--- src/rtl/transform_host_master.sv ---
// transform_host_master
// Bus master that configures a transform engine, waits for its interrupt,
// reads NUM_WORDS result words onto a valid/ready stream, then clears the
// interrupt status and pulses out_done.
// Optional feature: define HOST_TIMEOUT_EN to bound the interrupt wait by
// TIMEOUT cycles; on expiry the block parks in ERR with out_error=1 until reset.
module transform_host_master #(
   parameter int unsigned NUM_WORDS = 16,
   parameter logic [31:0] CTRL_ADDR = 32'h0000_0000,
   parameter logic [31:0] STAT_ADDR = 32'h0000_0004,
   parameter logic [31:0] RES_BASE  = 32'h0000_1000,
   parameter logic [31:0] IDLE_ADDR = 32'hFFFF_FFFC,
   parameter int unsigned TIMEOUT   = 4096
) (
   input  logic        in_HCLK,
   input  logic        in_HRESET,
   input  logic        in_start,
   input  logic [31:0] in_cfg_word,
   output logic [31:0] out_HADDR,
   output logic        out_HWRITE,
   output logic [31:0] out_HWDATA,
   input  logic        in_HREADY,
   input  logic [31:0] in_HRDATA,
   input  logic        in_interrupt,
   output logic [31:0] out_data,
   output logic        out_data_valid,
   input  logic        in_data_ready,
   output logic        out_busy,
   output logic        out_done,
   output logic        out_error
);

   // Index wide enough to hold NUM_WORDS itself, so it never wraps.
   localparam int unsigned    IW       = $clog2(NUM_WORDS + 1);
   localparam logic [IW-1:0]  LAST_IDX = IW'(NUM_WORDS - 1);

   if (NUM_WORDS == 0 || NUM_WORDS > 1024 || TIMEOUT == 0) begin : g_bad_params
      $error("transform_host_master: NUM_WORDS must be 1..1024 and TIMEOUT >= 1");
   end

   typedef enum logic [2:0] {
      IDLE,
      WR_CFG,
      WAIT_IRQ,
      RD_WORD,
      PUSH,
      CLR_IRQ,
      DONE,
      ERR
   } state_t;

   state_t        state;
   logic [IW-1:0] idx;
   logic [IW-1:0] idx_next;

`ifdef HOST_TIMEOUT_EN
   localparam int unsigned   TW      = $clog2(TIMEOUT + 1);
   localparam logic [TW-1:0] TO_LAST = TW'(TIMEOUT - 1);
   logic [TW-1:0] wait_cnt;
`else
   assign out_error = 1'b0;
`endif

   // Next word index, shared by the address computation and the index update.
   always_comb begin
      idx_next = idx + IW'(1);
   end

   // Control FSM; every bus and stream output is registered alongside the state.
   always_ff @(posedge in_HCLK or negedge in_HRESET) begin
      if (!in_HRESET) begin
         state          <= IDLE;
         idx            <= '0;
         out_HADDR      <= IDLE_ADDR;
         out_HWRITE     <= 1'b0;
         out_HWDATA     <= '0;
         out_data       <= '0;
         out_data_valid <= 1'b0;
         out_busy       <= 1'b0;
         out_done       <= 1'b0;
`ifdef HOST_TIMEOUT_EN
         wait_cnt       <= '0;
         out_error      <= 1'b0;
`endif
      end else begin
         out_done <= 1'b0;
         case (state)
            IDLE: begin
               if (in_start) begin
                  state      <= WR_CFG;
                  out_busy   <= 1'b1;
                  out_HADDR  <= CTRL_ADDR;
                  out_HWRITE <= 1'b1;
                  out_HWDATA <= in_cfg_word | 32'h1;
               end
            end
            WR_CFG: begin
               if (in_HREADY) begin
                  state      <= WAIT_IRQ;
                  out_HADDR  <= IDLE_ADDR;
                  out_HWRITE <= 1'b0;
                  out_HWDATA <= '0;
`ifdef HOST_TIMEOUT_EN
                  wait_cnt   <= '0;
`endif
               end
            end
            WAIT_IRQ: begin
               if (in_interrupt) begin
                  state     <= RD_WORD;
                  idx       <= '0;
                  out_HADDR <= RES_BASE;
               end
`ifdef HOST_TIMEOUT_EN
               else if (wait_cnt == TO_LAST) begin
                  state     <= ERR;
                  out_error <= 1'b1;
               end else begin
                  wait_cnt <= wait_cnt + TW'(1);
               end
`endif
            end
            RD_WORD: begin
               if (in_HREADY) begin
                  state          <= PUSH;
                  out_data       <= in_HRDATA;
                  out_data_valid <= 1'b1;
                  out_HADDR      <= IDLE_ADDR;
               end
            end
            PUSH: begin
               if (in_data_ready) begin
                  out_data_valid <= 1'b0;
                  if (idx < LAST_IDX) begin
                     state     <= RD_WORD;
                     idx       <= idx_next;
                     out_HADDR <= RES_BASE + (32'(idx_next) << 2);
                  end else begin
                     state      <= CLR_IRQ;
                     out_HADDR  <= STAT_ADDR;
                     out_HWRITE <= 1'b1;
                     out_HWDATA <= 32'h1;
                  end
               end
            end
            CLR_IRQ: begin
               if (in_HREADY) begin
                  state      <= DONE;
                  out_done   <= 1'b1;
                  out_HADDR  <= IDLE_ADDR;
                  out_HWRITE <= 1'b0;
                  out_HWDATA <= '0;
               end
            end
            DONE: begin
               state    <= IDLE;
               out_busy <= 1'b0;
            end
`ifdef HOST_TIMEOUT_EN
            ERR: begin
               state <= ERR;
            end
`endif
            default: begin
               state    <= IDLE;
               out_busy <= 1'b0;
            end
         endcase
      end
   end

endmodule
--- config.mk ---
export PLATFORM = sky130hd
export DESIGN_NAME = transform_host_master
export DESIGN_NICKNAME = d
export VERILOG_FILES = /design/src/rtl/transform_host_master.sv
export SDC_FILE = /design/constraint.sdc
export NUM_CORES = 1
export LEC_CHECK = 0
export CAP_MARGIN = 10
export CORE_ASPECT_RATIO = 0.6
export CORE_MARGIN = 3
export CORE_UTILIZATION = 40
export DETAILED_ROUTE_END_ITERATION = 10
export GPL_TIMING_DRIVEN = 0
export PLACE_DENSITY = 0.81
export SLEW_MARGIN = 10
export SYNTH_ARGS = -nofsm -noshare
export SYNTH_HDL_FRONTEND = slang
export SYNTH_SLANG_ARGS = --single-unit
--- constraint.sdc ---
create_clock -name in_HCLK -period 3.96 [get_ports in_HCLK]
set_clock_uncertainty 0.1 [all_clocks]
set_input_delay 0.792 -clock in_HCLK [delete_from_list [all_inputs] [get_ports in_HCLK]]
set_output_delay 0.792 -clock in_HCLK [all_outputs]
set_load 0.02 [all_outputs]
==> results of run 1 <==
==> metal layers <==
metal / global-route usage, % / share of wire [%] / vias up
li1: - / - / 1461
met1: 27.6 / 46 / 1525
met2: 30.5 / 47 / 137
met3: 6.98 / 7.0 / 5
met4: 4.46 / 0.34 / 0
met5: 0 / 0 / -
==> through the flow <==
step / setup TNS [ns] / hold slack [ns] / util [%]
CTS: 0 / 0.341 / 64.8
detailed placement: 0 / 0.363 / 61.4
global route: 0 / 0.361 / 64.8
finish: 0 / 0.331 / 64.8
global placement: -68.18 / 0.350 / 61.3
floorplan: 0 / 0.394 / -
==> registers in the layout (all words and copies together), names as in the netlist <==
| name | count |
|---|---|
| out_done | 1 |
| out_data | 32 |
| out_HADDR | 7 |
| out_HWRITE | 1 |
| out_busy | 1 |
| state | 3 |
| out_HWDATA | 32 |
| idx | 5 |
| out_data_valid | 1 |
==> worst max-delay path, stage by stage, from the launching register on <==
cell,delay (ns)
dfstp_2,0.79
buf_4,0.18
clkdlybuf4s50_1,0.60
==> cell type report <==
cell class                 count  area, sq um
fill                         717         3270
sequential                    83         2090
timing repair buffer         167         1680
multi-input combinational    178         1470
buffer                        46          297
clock buffer                  10          239
tap                          130          163
clock inverter                 5         77.6
inverter                       4         15.0
==> placed cells by master, fill, tap and decap left out, types with 6 or more instances in the layout <==
cell             count
clkdlybuf4s50_1    165
dfrtp_1             76
nand4_1             34
a21bo_1             30
buf_4               27
mux2_2              19
buf_2               15
mux2_1              14
nand2_1             13
clkbuf_16            9
a21oi_1              8
dfstp_2              7
o2bb2ai_1            6
==> worst max-delay path by stage <==
stage / endpoint / slack [ns]
2_1_floorplan: idx[0]$_DFFE_PN0P_ / 2.01
3_3_place_gp: out_data[11]$_DFFE_PN0P_ / -0.90
3_5_place_dp: out_data[10]$_DFFE_PN0P_ / 1.22
4_1_cts: out_HADDR[28] / 1.13
5_1_grt: out_HADDR[28] / 1.05
6_report: out_HADDR[8] / 1.16
==> report_power, final <==
part	total (uW)	leakage [uW]	internal, uW	switching, uW
combinational	3020	0.00160	1530	1490
clock	883	0.000154	563	319
sequential	1530	0.00101	1260	272
total	5440	0.00277	3350	2080
==> logic make-up after synthesis <==
group,count (synthesis),synth area share (%)
other cells,1,0.0972
xor+xnor,1,0.227
simple gates,66,10.5
buf+inv,50,8.07
fa+ha+maj,1,0.324
mux,37,10.9
compound gates,70,15.8
flops,83,54.1
==> summary.txt, run 1 <==
Nets - 560
Register area share after synthesis - 54.1%
Synth area leaders - dfrtp_1 (49%), a21bo_1 (7.8%), mux2_2 (5.5%)
Count of state elements after synthesis - 83
Total power - 5440 uW
CP arrival - 1.91 ns
Fraction of layout cells with a size suffix above 1 - 20.5%
Vias in the first global route - 3,088
Routability cong. - 0.873
Primary FF master, synth - dfrtp_1
Root Driver - clkbuf_16
R2R Path End - out_HWDATA[4]$_DFFE_PN0P_
Total gr overflow - 0
Worst reg2reg path depth - 5
Worst Setup SP - out_HADDR[30]$_DFFE_PN1P_
Placed cell areas - 0.00571 sq mm
Max_slew headroom - 65.0%
Worst VDD drop - 332 uV
Synth warn - 0
Dpl cells - 608
EDFF count, synth - 0
Setup slack after layout - 1.16 ns
Hold-fix buffers, CTS - 0
Final min period - 2.80 ns
Maxcap violations - 0
Die H - 82.1 um
Highest clock rate - 357 MHz
Fin area - 0.00602 sq mm
Top cells by count, synth - dfrtp_1 (76), nand4_1 (34), a21bo_1 (30), buf_4 (26), mux2_2 (19)
Clk_lat worst skew - 0.33 ns
Core Rows - 27
Largest net degree at the start of global routing - 45
Worst Path Max Fanout - 25
I/O Pins - 171
# port buffers - 166
Quantity of gates resized following cts - 0
Status - completed
CTS sink cnt - 83
ANT cells - 0
TritonCTS clock tree - done
Slew of the pin with the lowest slew margin - 0.525 ns
Crit Path Class - register to output port
Post-Syn Area - 0.00386 sq mm
DR pass1 iterations - 4
H-Tree Depth - 3
Starting Density - 41.5%
Worst Setup Start Kind - register
Fin. Hold Viols - 0
Core area - 0.00929 sq mm
Setup violation total in the final timing report - 0
Cell leakage power - 0.00277 uW
Routed via count - 3,128
Power per Cell Area - 902 mW/mm^2
Final worst path period share - 70.7%
Fraction of registers with async set/reset - 100%
Synth area leader - dfrtp_1
CTS Buffer Depth - 2
Post-DR vias/cell - 5.02
DRT Wirelength - 10.5 mm
Post-Layout Cell Count - 623
CTS clk-pin slew, worst paths - 0.06 ns
Launching point of the worst reg2reg path - idx[0]$_DFFE_PN0P_
Die width - 133 um
Post-Place Worst Slack - 1.22 ns
Unrepaired setup endpoints after global routing - no
Number of routed nets with antenna violations - 0
Slew Viols, Final - 0
Most frequent cell after synthesis - dfrtp_1
Drt wl/cell - 16.8 um
Top-area cell type share of the netlist area - 49.3%
Post-CTS Setup Repair Bufs - 0
Total global routing track utilization - 20.0%
Cts bufs inserted - 9
Post-synth cell types - 51
Antenna violations before repair - 0
Worst reg2reg setup slack - 1.97 ns
Post-Syn Instances - 309
HP Class - input pin to asynchronous set/reset pin
P&R area growth vs syn - 56.1%
Die area - 0.0109 sq mm
Worst EP required - 3.07 ns
# DRC - 0
Hpwl dp - 8.05 mm
First-pass GRT wire length - 17.0 mm
DRT iter0 DRCs - 179
Worst setup EP type - output port
Syn Area/Cell - 12.5 sq um
Note: power is estimated with default switching activity, not from simulation.
==> run 2: changes to the inputs <==
- CORE_UTILIZATION: 40 -> 38
- clock period: 3.96 -> 2.3 ns (I/O delays scaled with it)
==> summary.txt, run 2 (synthesized netlist as in run 1, its figures left out) <==
Drt wl/cell - 17.3 um (+2.7%)
Total global routing track utilization - 19.5% (-0.43 points)
Most common cell after layout, fill and taps aside - clkdlybuf4s50_1
Top flop regs - out_HWDATA x32, out_data x32, out_HADDR x7
Slew of the pin with the lowest slew margin - 0.531 ns (+0.00533 ns)
Antenna violations before repair - 0 (unchanged)
Maxcap violations - 0 (unchanged)
Total gr overflow - 0 (unchanged)
Worst VDD drop - 644 uV (+94%)
Status - finished, violations left
P&R area growth vs syn - 55.1%
HP Class - input pin to asynchronous set/reset pin
CP arrival - 1.57 ns (-0.34 ns)
Quantity of gates resized following cts - 25 (+25)
Power per Cell Area - 1560 mW/mm^2 (+73%)
Fraction of layout cells with a size suffix above 1 - 25.1% (+4.6 points)
CTS Buffer Depth - 2 (unchanged)
Post-CTS Setup Repair Bufs - 0 (unchanged)
Switching Fraction - 39.3% (+0.98 points)
Core area - 0.00953 sq mm (+2.5%)
# DRC - 0 (unchanged)
Gate power share - 55.0% (-0.6 points)
Nets - 560 (unchanged)
Slew Viols, Final - 0 (unchanged)
H-Tree Depth - 3 (unchanged)
CTS sink cnt - 83 (unchanged)
Clock share of power - 17.0% (+0.8 points)
Largest net degree at the start of global routing - 47 (+4.4%)
Worst hold slack - -0.000219 ns (-0.332 ns)
ANT cells - 0 (unchanged)
Starting Density - 40.5% (-1.0 points)
Seq pwr share - 28.1% (about the same)
Internal power - 5670 uW (+69%)
Crit Path Class - register to output port
Final worst path period share - 92.5%
Clk_lat worst skew - 0.34 ns (about the same)
Routed via count - 3,149 (+0.67%)
Die area - 0.0114 sq mm (+4.9%)
Most frequent cells in the layout - clkdlybuf4s50_1 (141), dfrtp_1 (76), buf_4 (49)
NetSw - 3670 uW (+76%)
Cell leakage power - 0.00280 uW (+0.95%)
Placed cell areas - 0.00572 sq mm (+0.13%)
Worst EP required - 1.74 ns (-1.33 ns)
Highest clock rate - 470 MHz
CTS clk-pin slew, worst paths - 0.06 ns (about the same)
Die H - 84.1 um (+2.4%)
Worst Setup Start Kind - register
Core Rows - 27 (unchanged)
Worst reg2reg path depth - 5 (unchanged)
Final min period - 2.13 ns
Routability cong. - 0.869 (-0.46%)
Unrepaired setup endpoints after global routing - no
DRT Wirelength - 10.8 mm (+2.9%)
Root Driver - clkbuf_16
Max_slew headroom - 64.6% (-0.36 points)
Number of routed nets with antenna violations - 0 (unchanged)
Setup violation total in the final timing report - 0 (unchanged)
I/O Pins - 171 (unchanged)
DR pass1 iterations - 4 (unchanged)
Filler cells - 751 (+4.7%)
Worst setup EP type - output port
Post-DR vias/cell - 5.05 (+0.51%)
Die width - 136 um (+2.5%)
DRT iter0 DRCs - 183 (+2.2%)
Fin area - 0.00599 sq mm (-0.64%)
Hpwl dp - 8.16 mm (+1.4%)
Cts bufs inserted - 9 (unchanged)
# port buffers - 166 (unchanged)
Failing checks - negative hold slack
Vias in the first global route - 3,252 (+5.3%)
First-pass GRT wire length - 17.5 mm (+3.1%)
TritonCTS clock tree - done
Worst Path Max Fanout - 25 (unchanged)
Fin. Hold Viols - 1 (+1)
Hold-fix buffers, CTS - 0 (unchanged)
[run 2: critical path: stages (launching register included)]
cell and delay, ns:
dfstp_4 0.75, buf_4 0.14, dlygate4sd2_1 0.34
[run 2: final timing paths]
path	from	slack, ns	endpoint
worst max-delay path	out_HADDR[30]$_DFFE_PN1P_	0.17	out_HADDR[25]
worst min-delay path	in_HRESET	-0.0002	out_data[9]$_DFFE_PN0P_
worst max register to register	state[2]$_DFFE_PN0P_	0.35	out_data[9]$_DFFE_PN0P_
worst min register to register	out_HADDR[3]$_DFFE_PN1P_	0.37	out_HADDR[3]$_DFFE_PN1P_
max in group asynchronous	in_HRESET	1.50	out_HWDATA[28]$_DFFE_PN0P_
min in group in_HCLK	out_HADDR[3]$_DFFE_PN1P_	0.37	out_HADDR[3]$_DFFE_PN1P_
[run 2: final cells by class]
type | instances | area (sq um) | area share [%]
well taps | 130 | 163 | 2.72
clock inverters | 7 | 98.8 | 1.65
multi-input cells | 178 | 1470 | 24.5
plain buffers | 46 | 297 | 4.95
flip-flops and latches | 83 | 2090 | 34.9
repair buffers | 167 | 1630 | 27.2
inverters | 4 | 15.0 | 0.251
clock buffers | 9 | 225 | 3.76
[run 2: per-stage QoR]
| step | cells | setup WS [ns] | util (%) | power (uW) | setup TNS (ns) |
|---|---|---|---|---|---|
| 6_report | 624 | 0.172 | 62.8 | 9340 | 0 |
| 2_1_floorplan | 311 | 0.648 | - | 5600 | 0 |
| 3_3_place_gp | 607 | -2.23 | 59.7 | 7750 | -183.27 |
| 5_1_grt | 624 | 0.0988 | 62.8 | 9910 | 0 |
| 3_5_place_dp | 608 | -0.153 | 60.0 | 7910 | -6.81 |
| 4_1_cts | 624 | 0.146 | 62.8 | 9440 | 0 |
[run 2: per-layer routing]
layer / GRT usage, % / up-vias / routed length [um]
met2: 31.2 / 119 / 5070
met1: 26.3 / 1557 / 4930
li1: - / 1466 / -
met3: 5.90 / 7 / 735
met5: 0 / - / 0
met4: 4.12 / 0 / 62
[run 2: power groups by stage]
stage / sequential, uW / combinational (uW) / clock [uW]
global route: 2730 / 5490 / 1690
detailed placement: 2640 / 5260 / 0
CTS: 2630 / 5190 / 1620
finish: 2620 / 5140 / 1590
global placement: 2600 / 5140 / 0
floorplan: 3310 / 2290 / 0
==> run 3: changes to the inputs <==
- CTS_CLUSTER_SIZE: unset -> 28
- SKIP_CTS_REPAIR_TIMING: unset -> 1
- clock period: 2.3 -> 1.87 ns (I/O delays scaled with it)
==> summary.txt, run 3 (synthesized netlist as in run 1, its figures left out) <==
Hold EP - out_HADDR[3]$_DFFE_PN1P_
Number of routed nets with antenna violations - 0 (unchanged)
Fin area - 0.00632 sq mm (+5.6%)
Die width - 136 um (unchanged)
Most frequent cells in the layout - clkdlybuf4s50_1 (132), dfrtp_1 (74), buf_4 (42)
Worst EP required - 1.40 ns (-0.34 ns)
Cell depth of the worst setup path - 3 (+1)
Top flop regs - out_HWDATA x32, out_data x32, out_HADDR x7
Die area - 0.0114 sq mm (unchanged)
DR pass1 iterations - 4 (unchanged)
Fin. Hold Viols - 0 (-1)
Drt wl/cell - 18.0 um (+4.2%)
Fraction of layout cells with a size suffix above 1 - 29.1% (+4.0 points)
Crit Path Class - register to output port
Slew Viols, Final - 0 (unchanged)
TritonCTS clock tree - done
CTS Buffer Depth - 2 (unchanged)
Cts bufs inserted - 9 (unchanged)
Starting Density - 40.5% (unchanged)
Status - completed
CP arrival - 1.38 ns (-0.19 ns)
HP Class - register to register
Filler cells - 720 (-4.1%)
CTS sink cnt - 83 (unchanged)
Placed cell areas - 0.00572 sq mm (unchanged)
Largest stage delay on the critical path - 0.68 ns (-0.07 ns)
Antenna violations before repair - 0 (unchanged)
DRT iter0 DRCs - 124 (-32%)
ANT cells - 0 (unchanged)
Cell leakage power - 0.00303 uW (+8.3%)
Unrepaired setup endpoints after global routing - yes
H-Tree Depth - 3 (unchanged)
Worst VDD drop - 795 uV (+23%)
DRT Wirelength - 11.5 mm (+6.2%)
Worst reg2reg path depth - 6 (+1)
Total gr overflow - 0 (unchanged)
R2R Path End - out_HWDATA[27]$_DFFE_PN0P_
Core Rows - 27 (unchanged)
Post-Place Worst Slack - -0.497 ns (-0.344 ns)
Worst setup EP type - output port
Fin util - 66.3% (+3.5 points)
Core area - 0.00953 sq mm (unchanged)
Hold path start - out_HADDR[3]$_DFFE_PN1P_
Power per Cell Area - 1930 mW/mm^2 (+23%)
Internal power - 7440 uW (+31%)
Highest clock rate - 540 MHz
Nets - 572 (+2.1%)
Seq pwr share - 26.3% (-1.8 points)
Cell Chain, Critical Path - buf_8 -> buf_4 -> buf_4
Worst Setup Start Kind - register
Vias in the first global route - 3,252 (unchanged)
Routed via count - 3,206 (+1.8%)
Clock share of power - 16.1% (-0.9 points)
# DRC - 0 (unchanged)
First-pass GRT wire length - 17.4 mm (-0.39%)
NetSw - 4740 uW (+29%)
Worst Path Max Fanout - 6 (-76%)
Slew of the pin with the lowest slew margin - 0.535 ns (+0.00475 ns)
Setup violation total in the final timing report - 0 (unchanged)
Worst Setup SP - out_HADDR[30]$_DFFE_PN1P_
Gate power share - 57.7% (+2.7 points)
Worst reg2reg setup slack - 0.04 ns (-0.31 ns)
Max_slew headroom - 64.3% (-0.32 points)
Worst hold slack - 0.372 ns (+0.372 ns)
Root Driver - clkbuf_16
Hold Path Depth - 2
Maxcap violations - 0 (unchanged)
Total global routing track utilization - 19.5% (-0.077 points)
Switching Fraction - 38.9% (-0.39 points)
Clk_lat worst skew - 0.34 ns (about the same)
Buf/Inv on CP - 3 (+1)
Die H - 84.1 um (unchanged)
Routability cong. - 0.869 (unchanged)
Hpwl dp - 8.16 mm (unchanged)
Most common cell after layout, fill and taps aside - clkdlybuf4s50_1
Post-DR vias/cell - 5.04 (-0.11%)
Largest net degree at the start of global routing - 47 (unchanged)
Slowest CP cell - dfstp_4
Final min period - 1.85 ns
P&R area growth vs syn - 63.8%
Setup slack after layout - 0.0188 ns (-0.153 ns)
Final worst path period share - 99.0%
# port buffers - 166 (unchanged)
I/O Pins - 171 (unchanged)
CTS clk-pin slew, worst paths - 0.07 ns (about the same)
Largest delay share family, worst path - flip-flops
Crit path top cell by count - buf_4
Launching point of the worst reg2reg path - idx[2]$_DFFE_PN0P_
run 3: worst register-to-register path: cells and delay by family, from the launching register on:
kind,cells,cell delay (ns)
DFF,1,0.32
and+or+nand+nor,2,0.39
AOI/OAI and AO/OA,2,0.52
buffers and inverters,2,0.38
run 3: cell type report:
type,count,area (sq um),area share [%]
clock buffers,9,225,3.56
repair buffers,179,1840,29.1
clock inverters,7,98.8,1.56
inverters,4,15.0,0.238
flip-flops and latches,83,2090,33.1
plain buffers,46,352,5.56
multi-input cells,178,1540,24.3
well taps,130,163,2.57
run 3: per-layer routing:
metal	wire, um	track usage [%]	up-vias
met5	0	0	-
met4	112	4.12	0
met3	844	5.90	9
met2	5430	31.3	131
met1	5080	26.1	1580
li1	-	-	1486
run 3: how the worst max path moves through the flow:
| stage | endpoint | slack (ns) |
|---|---|---|
| 2_1_floorplan | idx[0]$_DFFE_PN0P_ | 0.22 |
| 6_report | out_HADDR[8] | 0.02 |
| 5_1_grt | out_HWDATA[27]$_DFFE_PN0P_ | -0.02 |
| 4_1_cts | out_HADDR[25] | -0.54 |
| 3_5_place_dp | out_data[8]$_DFFE_PN0P_ | -0.50 |
| 3_3_place_gp | out_data[11]$_DFFE_PN0P_ | -2.57 |
run 3: power groups by stage:
stage	clock, uW	combinational (uW)	sequential [uW]
after floorplan	0	2820	4080
after global placement	0	6320	3200
after detailed placement	0	6480	3250
after CTS	1990	6490	3230
after global routing	2080	7450	3320
final	1960	7020	3200
run 3: stage by stage:
stage / cells / total power (uW) / TNS (ns)
3_5_place_dp: 608 / 9730 / -34.37
6_report: 636 / 12200 / 0
5_1_grt: 636 / 12900 / -0.233
4_1_cts: 624 / 11700 / -18.19
2_1_floorplan: 311 / 6890 / 0
3_3_place_gp: 607 / 9530 / -238.13
